$ cat src/rtl/unsat_clause_picker_pkg.sv
// Shared constants and tree-indexing helpers for the unsat_clause_picker tournament tree.
// Nodes are numbered breadth-first: leaf-level nodes first, the root last.
package unsat_clause_picker_pkg;

    localparam int LFSR_WIDTH = 16;

    // x^16 + x^14 + x^13 + x^11 + 1 -> feedback taps on state bits 15, 13, 12, 10.
    localparam logic [LFSR_WIDTH-1:0] LFSR_SEED     = 16'hACE1;
    localparam logic [LFSR_WIDTH-1:0] LFSR_TAP_MASK = 16'hB400;

    // Global number of the first node on tree level lvl for an n-clause tree.
    function automatic int level_base(input int lvl, input int n);
        return n - (n >> lvl);
    endfunction

    // Tree level that node k belongs to.
    function automatic int node_level(input int k, input int n);
        int lvl;
        lvl = 0;
        for (int l = 1; l <= 5; l++) begin
            if (k >= level_base(l, n)) lvl = l;
        end
        return lvl;
    endfunction

    // Lower-indexed child of a non-leaf node k; the other child is the next node.
    function automatic int node_child(input int k, input int n);
        int lvl;
        lvl = node_level(k, n);
        return level_base(lvl - 1, n) + 2 * (k - level_base(lvl, n));
    endfunction

endpackage

$ cat src/rtl/unsat_clause_picker_pair_select.sv
// clause_pair_select: one combinational tournament node; an unsatisfied input beats a
// satisfied one, and equal inputs are resolved by the tie bit (0 = lower, 1 = higher).
module clause_pair_select
    import unsat_clause_picker_pkg::*;
#(
    parameter int W = 3
) (
    input  logic [W-1:0] lo_idx,
    input  logic         lo_sat,
    input  logic [W-1:0] hi_idx,
    input  logic         hi_sat,
    input  logic         tie_hi,
    output logic [W-1:0] win_idx,
    output logic         win_sat
);

    logic pick_hi;

    always_comb begin
        // NOTE: both branches assign pick_hi, so this stays purely combinational (no latch).
        if (lo_sat != hi_sat) begin
            pick_hi = lo_sat;
        end else begin
            pick_hi = tie_hi;
        end
    end

    assign win_idx = pick_hi ? hi_idx : lo_idx;
    assign win_sat = lo_sat & hi_sat;

endmodule

$ cat src/rtl/unsat_clause_picker.sv
// Pipelined tournament tree selecting an unsatisfied clause index, one result per cycle.
// Optional RANDOM_TIEBREAK_EN: ties are broken by a 16-bit LFSR instead of lowest-index-wins.
module unsat_clause_picker
    import unsat_clause_picker_pkg::*;
#(
    parameter int MAXIMUM_BIT_WIDTH_OF_CLAUSES_INDEX = 3
) (
    input  logic                                          in_clk,
    input  logic                                          in_reset_n,
    input  logic                                          in_valid,
    output logic                                          out_ready,
    input  logic [(1 << MAXIMUM_BIT_WIDTH_OF_CLAUSES_INDEX)-1:0] in_clauses_satisfied,
    input  logic                                          in_flush,
    output logic                                          out_valid,
    input  logic                                          in_ready,
    output logic [MAXIMUM_BIT_WIDTH_OF_CLAUSES_INDEX-1:0] out_clause_index,
    output logic                                          out_clause_satisfied
);

    localparam int W = MAXIMUM_BIT_WIDTH_OF_CLAUSES_INDEX;
    localparam int N = 1 << W;

    logic                  stall;
    logic [W-1:0]          vld_d, vld_q;
    logic [N-2:0][W-1:0]   sel_idx, node_idx_d, node_idx_q;
    logic [N-2:0]          sel_sat, node_sat_d, node_sat_q;
    logic [N-2:0]          tie;

    assign stall     = vld_q[W-1] && !in_ready;
    assign out_ready = !stall;

    // Tree nodes: leaves read the input flags, inner nodes read their children's registers.
    for (genvar k = 0; k < N - 1; k++) begin : g_node
        localparam int LVL = node_level(k, N);

        logic [W-1:0] a_idx, b_idx;
        logic         a_sat, b_sat;

        if (LVL == 0) begin : g_leaf
            assign a_idx = W'(2 * k);
            assign b_idx = W'(2 * k + 1);
            assign a_sat = in_clauses_satisfied[2 * k];
            assign b_sat = in_clauses_satisfied[2 * k + 1];
        end else begin : g_inner
            localparam int CH = node_child(k, N);
            assign a_idx = node_idx_q[CH];
            assign b_idx = node_idx_q[CH + 1];
            assign a_sat = node_sat_q[CH];
            assign b_sat = node_sat_q[CH + 1];
        end

        clause_pair_select #(.W(W)) u_sel (
            .lo_idx  (a_idx),
            .lo_sat  (a_sat),
            .hi_idx  (b_idx),
            .hi_sat  (b_sat),
            .tie_hi  (tie[k]),
            .win_idx (sel_idx[k]),
            .win_sat (sel_sat[k])
        );
    end

`ifdef RANDOM_TIEBREAK_EN
    logic [LFSR_WIDTH-1:0] lfsr_d, lfsr_q;

    always_comb begin
        lfsr_d = lfsr_q;
        if (in_valid && out_ready && !in_flush) begin
            lfsr_d = {lfsr_q[LFSR_WIDTH-2:0], ^(lfsr_q & LFSR_TAP_MASK)};
        end
    end

    always_ff @(posedge in_clk or negedge in_reset_n) begin
        if (!in_reset_n) begin
            lfsr_q <= LFSR_SEED;
        end else begin
            lfsr_q <= lfsr_d;
        end
    end

    // Tie bits are sampled at accept and delayed so each travels alongside its own data.
    for (genvar k = 0; k < N - 1; k++) begin : g_tie
        localparam int LVL = node_level(k, N);

        if (LVL == 0) begin : g_now
            assign tie[k] = lfsr_q[k];
        end else begin : g_delay
            logic [LVL-1:0] chain_d, chain_q;

            always_comb begin
                chain_d = chain_q;
                if (!stall) begin
                    chain_d[0] = lfsr_q[k];
                    for (int s = 1; s < LVL; s++) chain_d[s] = chain_q[s-1];
                end
            end

            always_ff @(posedge in_clk or negedge in_reset_n) begin
                if (!in_reset_n) begin
                    chain_q <= '0;
                end else begin
                    chain_q <= chain_d;
                end
            end

            assign tie[k] = chain_q[LVL-1];
        end
    end
`else
    assign tie = '0;
`endif

    always_comb begin
        vld_d      = vld_q;
        node_idx_d = node_idx_q;
        node_sat_d = node_sat_q;
        if (!stall) begin
            node_idx_d = sel_idx;
            node_sat_d = sel_sat;
            vld_d[0]   = in_valid;
            for (int l = 1; l < W; l++) vld_d[l] = vld_q[l-1];
        end
        // Flush wins over both an accept and a stall.
        if (in_flush) vld_d = '0;
    end

    // NOTE: pipeline data registers are reset as well so the outputs read zero during reset.
    always_ff @(posedge in_clk or negedge in_reset_n) begin
        if (!in_reset_n) begin
            vld_q      <= '0;
            node_idx_q <= '0;
            node_sat_q <= '0;
        end else begin
            // NOTE: non-blocking, so every stage samples its predecessor's pre-edge value.
            vld_q      <= vld_d;
            node_idx_q <= node_idx_d;
            node_sat_q <= node_sat_d;
        end
    end

    assign out_valid            = vld_q[W-1];
    assign out_clause_index     = node_idx_q[N-2];
    assign out_clause_satisfied = node_sat_q[N-2];

endmodule
$ cat config.mk
export PLATFORM = sky130hd
export DESIGN_NAME = unsat_clause_picker
export DESIGN_NICKNAME = d
export VERILOG_FILES = /design/src/rtl/unsat_clause_picker_pkg.sv /design/src/rtl/unsat_clause_picker_pair_select.sv /design/src/rtl/unsat_clause_picker.sv
export SDC_FILE = /design/constraint.sdc
export NUM_CORES = 1
export LEC_CHECK = 0
export ABC_AREA = 1
export CAP_MARGIN = 20
export CELL_PAD_IN_SITES_DETAIL_PLACEMENT = 2
export CELL_PAD_IN_SITES_GLOBAL_PLACEMENT = 2
export CORE_MARGIN = 2
export CORE_UTILIZATION = 32
export CTS_CLUSTER_DIAMETER = 120
export DETAILED_ROUTE_END_ITERATION = 7
export GPL_ROUTABILITY_DRIVEN = 0
export GPL_TIMING_DRIVEN = 0
export PLACE_DENSITY = 0.87
export SETUP_SLACK_MARGIN = 0.3
export SYNTH_ARGS = -nofsm -noshare
export SYNTH_HDL_FRONTEND = slang
export SYNTH_SLANG_ARGS = --single-unit
$ cat constraint.sdc
create_clock -name in_clk -period 1.9 [get_ports in_clk]
set_clock_uncertainty 0.2 [all_clocks]
set_input_delay 0.285 -clock in_clk [delete_from_list [all_inputs] [get_ports in_clk]]
set_output_delay 0.285 -clock in_clk [all_outputs]
set_load 0.005 [all_outputs]
## Yosys cells after proc, flatten, opt, wreduce, memory -nomap -nowiden

Cells that the tools add are included.

- Equality and inequality tests: 8
- Muxes and demuxes: 16
- Bitwise logic cells: 7
- Reductions and logical operators: 3

Operator list:

| kind | number |
|---|---|
| 3-bit two-way mux | 5 |
| 1-bit two-way mux | 11 |
| 1-bit AND | 7 |
| 1-bit inequality test | 7 |
| 1-bit zero test | 2 |
| 2-bit inequality test, second input constant | 1 |
| 1-bit logical AND | 1 |

- Register bits after elaboration: 31
- Input port bits: 13
- Output and inout bits: 6
- Word-level logic and storage cells: 43

## Depth between registers and ports, before layout

- Depth in word-level cells: 4
- Mapped depth: 6
- Depth with buffers taken out: 5

## Hierarchy

From an unflattened synthesis, not the netlist that was laid out.

- Cell total of the unflattened synthesis: 262
- Area total of the unflattened synthesis: 1835.5 sq um

Modules (own cells, without submodules):

| module | times used | cells each | area each (sq um) | sequential area each (sq um) |
|---|---|---|---|---|
| unsat_clause_picker | 1 | 143 | 1239.9 | 775.7 |
| clause_pair_select | 7 | 17 | 85.1 | 0.0 |

## Least setup slack after synthesis

No wires, ideal clock.

- Path kind: register to output
- Start: register vld_q[2]
- End: output out_ready
- Arrival time: 0.727 ns
- Data required time: 1.415 ns
- Setup slack: 0.688 ns
- Stages on the path, launching flop included: 4
- Path buffers: 2
- Cell sequence: dfrtp_1 nand2_1 buf_4 buf_6

- Cells in the longest elaborated chain, start to end: 2

RTL lines:

| element | RTL line | RTL |
|---|---|---|
| start: declaration | unsat_clause_picker.sv:24 | `logic [W-1:0] vld_d, vld_q;` |
| start signal: assignment | unsat_clause_picker.sv:135 | `vld_q <= vld_d;` |
| 1-bit logical AND | unsat_clause_picker.sv:29 | `assign stall = vld_q[W-1] && !in_ready;` |
| 1-bit zero test | n/a |  |
| end: declaration | unsat_clause_picker.sv:11 | `output logic out_ready,` |

No other way between the ends.

## Worst setup path after layout

Ends and elaborated chain as after synthesis.

==> results.cfg <==
[synth]
synth_top_area_frac = 0.587
synth_edf_count = 0
synth_cell_types = 13
ys.flop_type = dfrtp_1
synth_most_common_cell = nand2_1
syn-cell-area_sq_um = 980
synth_top_cell_by_area = dfrtp_1
synth_area_leaders = dfrtp_1 59%, nand2_1 13%, nand3_1 9.7%
ys_seq_elements = 23
synth_warnings = 0
ys_top_cells_by_count = 33 x nand2_1, 23 x dfrtp_1, 19 x nand3_1, 15 x inv_1, 7 x o21ai_0
yosysSeqAreaShare = 0.587
syn_nets = 124
syn-instance-count = 111
async_flop_share = 1.00
avgSynthCellArea_sq_um = 8.83

[cells_and_area]
final_nets = 153
synthToLayoutAreaGrowth_pct = 32.3
fill_cells = 342
drive_above_1_share = 0.115
antenna_cells = 0
multi_input_area_sq_um = 319
post-route-util = 0.435
seq_area_sq_um = 576

[cts]
cts.sinks = 23
numCtsBuffers = 3
cts_hold_buffers = 0
cts_root_buffer = clkbuf_4
clk-insertion-delay-late_ns = 0.31
cts.path.max_buffers = 2
clkTransAtPathRegs_ns = 0.13
cts_tree = done
ctsHtreeMaxLevel = 1

[sta]
rsz0062_at_grt = yes
tns_ns = 0
slew_viol_final = 0
min_period_ns = 1.64
max_freq_mhz = 611
relSlewSlack = 0.779
hold_violations = 0
fin_ws_ns = 0.262
post-route-period-util = 0.862
setup_viol = 0
tightest_slew_ns = 0.330

[floorplan]
fp.dieH_um = 59.3
ios = 19
core_area_sq_um = 2980
dieArea_sq_um = 3520
dieWidth_um = 59.3
rows = 20
start_util = 0.329

[run]
cap_violations = 0

[grt]
grt_pass1_vias = 933
grt_max_degree = 24
grt.total_usage = 0.178
gr-total-overflow = 0
grt_pass1_wl_mm = 4.53
grt_antenna_before_repair = 0

[worst_setup_path]
worstPathRequired_ns = 1.41
cp-start-kind = flop
cpMostUsedCell = buf_6
worstSetupPathType = reg2out
endpoint_kind = output port
slowest_stage = dfrtp_1
cp_cell_sequence = nand2_2, buf_6, buf_8, buf_6
r2r_start = vld_q[2]
cp.arrival_ns = 1.15
worst-path-max-fanout = 2
worstReg2RegEnd = vld_q[1]
cpPeakStageDelay_ns = 0.40
ff2ff_path_depth = 6
r2r_slack_ns = 0.45

[route]
viasPerCell = 5.04
drc_errors = 0
drt_iter0_drc = 15
via_count = 867
drt_wl_total_mm = 2.81
ant_nets = 0
first_pass_iters = 4
wl_per_cell_um = 16.3

[outcome]
status = completed

[hold_path]
min_path_type = in2async

[power]
cellPowerDensity_nw_per_um2 = 682
worst_ir_drop_vdd_v = 0.000258
p_leak_nw = 0.658

[place]
io_buffers = 18
dp_slack_ns = -0.377
hpwl_mm = 1.76
[worst max-delay path by stage]
| stage | startpoint | endpoint | slack (ns) | depth (start not counted) |
|---|---|---|---|---|
| 4_1_cts | vld_q[2] | out_ready | 0.29 | 4 |
| 6_report | vld_q[2] | out_ready | 0.26 | 4 |
| 5_1_grt | vld_q[2] | out_ready | 0.21 | 4 |
| 3_5_place_dp | in_ready | out_ready | -0.38 | 6 |
| 2_1_floorplan | vld_q[2] | out_ready | 0.69 | 3 |
| 3_3_place_gp | in_ready | out_ready | -0.33 | 6 |
[kinds of logic after synthesis]
| family | synth area share |
|---|---|
| AND/OR/NAND/NOR | 0.267 |
| flip-flops | 0.587 |
| buffers and inverters | 0.0894 |
| AO/OA/AOI/OAI | 0.0562 |
[area by class of cell]
| type | count | area share |
|---|---|---|
| timing repair buffer | 24 | 0.184 |
| inverter | 15 | 0.0434 |
| clock buffer | 4 | 0.0203 |
| tap | 33 | 0.0319 |
| sequential | 23 | 0.444 |
| buffer | 4 | 0.0299 |
| multi-input combinational | 69 | 0.246 |
[cells in the final DEF (no fill, tap or decap), types with 2 or more instances in the layout]
cell type / synthesis / final
nand3_1: 19 / 19
o21ai_1: 3 / 3
clkbuf_4: 0 / 3
nand2_1: 33 / 32
nand3b_1: 4 / 4
buf_4: 2 / 6
clkdlybuf4s50_1: 0 / 11
inv_1: 15 / 15
o21ai_0: 7 / 7
buf_6: 1 / 2
dlygate4sd2_1: 0 / 6
dfrtp_1: 23 / 23
[metal layers]
metal  track usage  up-vias  wire (um)
met5             0        -          0
met4        0.0487        0         21
met3        0.0328        2         56
met2         0.298       14       1460
met1         0.234      446       1270
li1              -      405          -
[power by group]
| group | internal, mW | switching [mW] | total (mW) | leakage (nW) |
|---|---|---|---|---|
| clock | 0.0819 | 0.146 | 0.227 | 0.0150 |
| combinational | 0.0612 | 0.0608 | 0.122 | 0.350 |
| sequential | 0.518 | 0.0164 | 0.534 | 0.293 |
| total | 0.661 | 0.223 | 0.883 | 0.658 |
[per-stage QoR]
stage / area [sq um] / instances / total power [mW] / hold WS (ns)
floorplan: 980 / 111 / 0.587 / -0.211
global placement: 1200 / 162 / 0.648 / 0.251
detailed placement: 1200 / 162 / 0.657 / 0.262
CTS: 1250 / 170 / 0.884 / 0.231
global route: 1300 / 172 / 0.935 / 0.0153
finish: 1300 / 172 / 0.883 / 0.0184
[timing repair]
| action | CTS | global route |
|---|---|---|
| cloned | 0 | 0 |
| buffers inserted | 4 | 1 |
| setup endpoints to repair | 6 | 2 |
| hold endpoints to repair | 0 | 0 |
| pin swaps | 1 | 1 |
| resized for setup | 13 | 1 |
[critical path, delay by kind of cell, from the launching register on]
| kind | cells | cell delay (ns) |
|---|---|---|
| flops | 1 | 0.40 |
| simple gates | 1 | 0.09 |
| buf+inv | 3 | 0.35 |
[sequential cells by signal (all words and copies together), names as in the netlist]
signal / count
g_node.a_idx: 4
g_node.b_idx: 6
node_sat_q: 7
out_clause_index: 3
vld_q: 3
(Power assumes the default switching activity.)
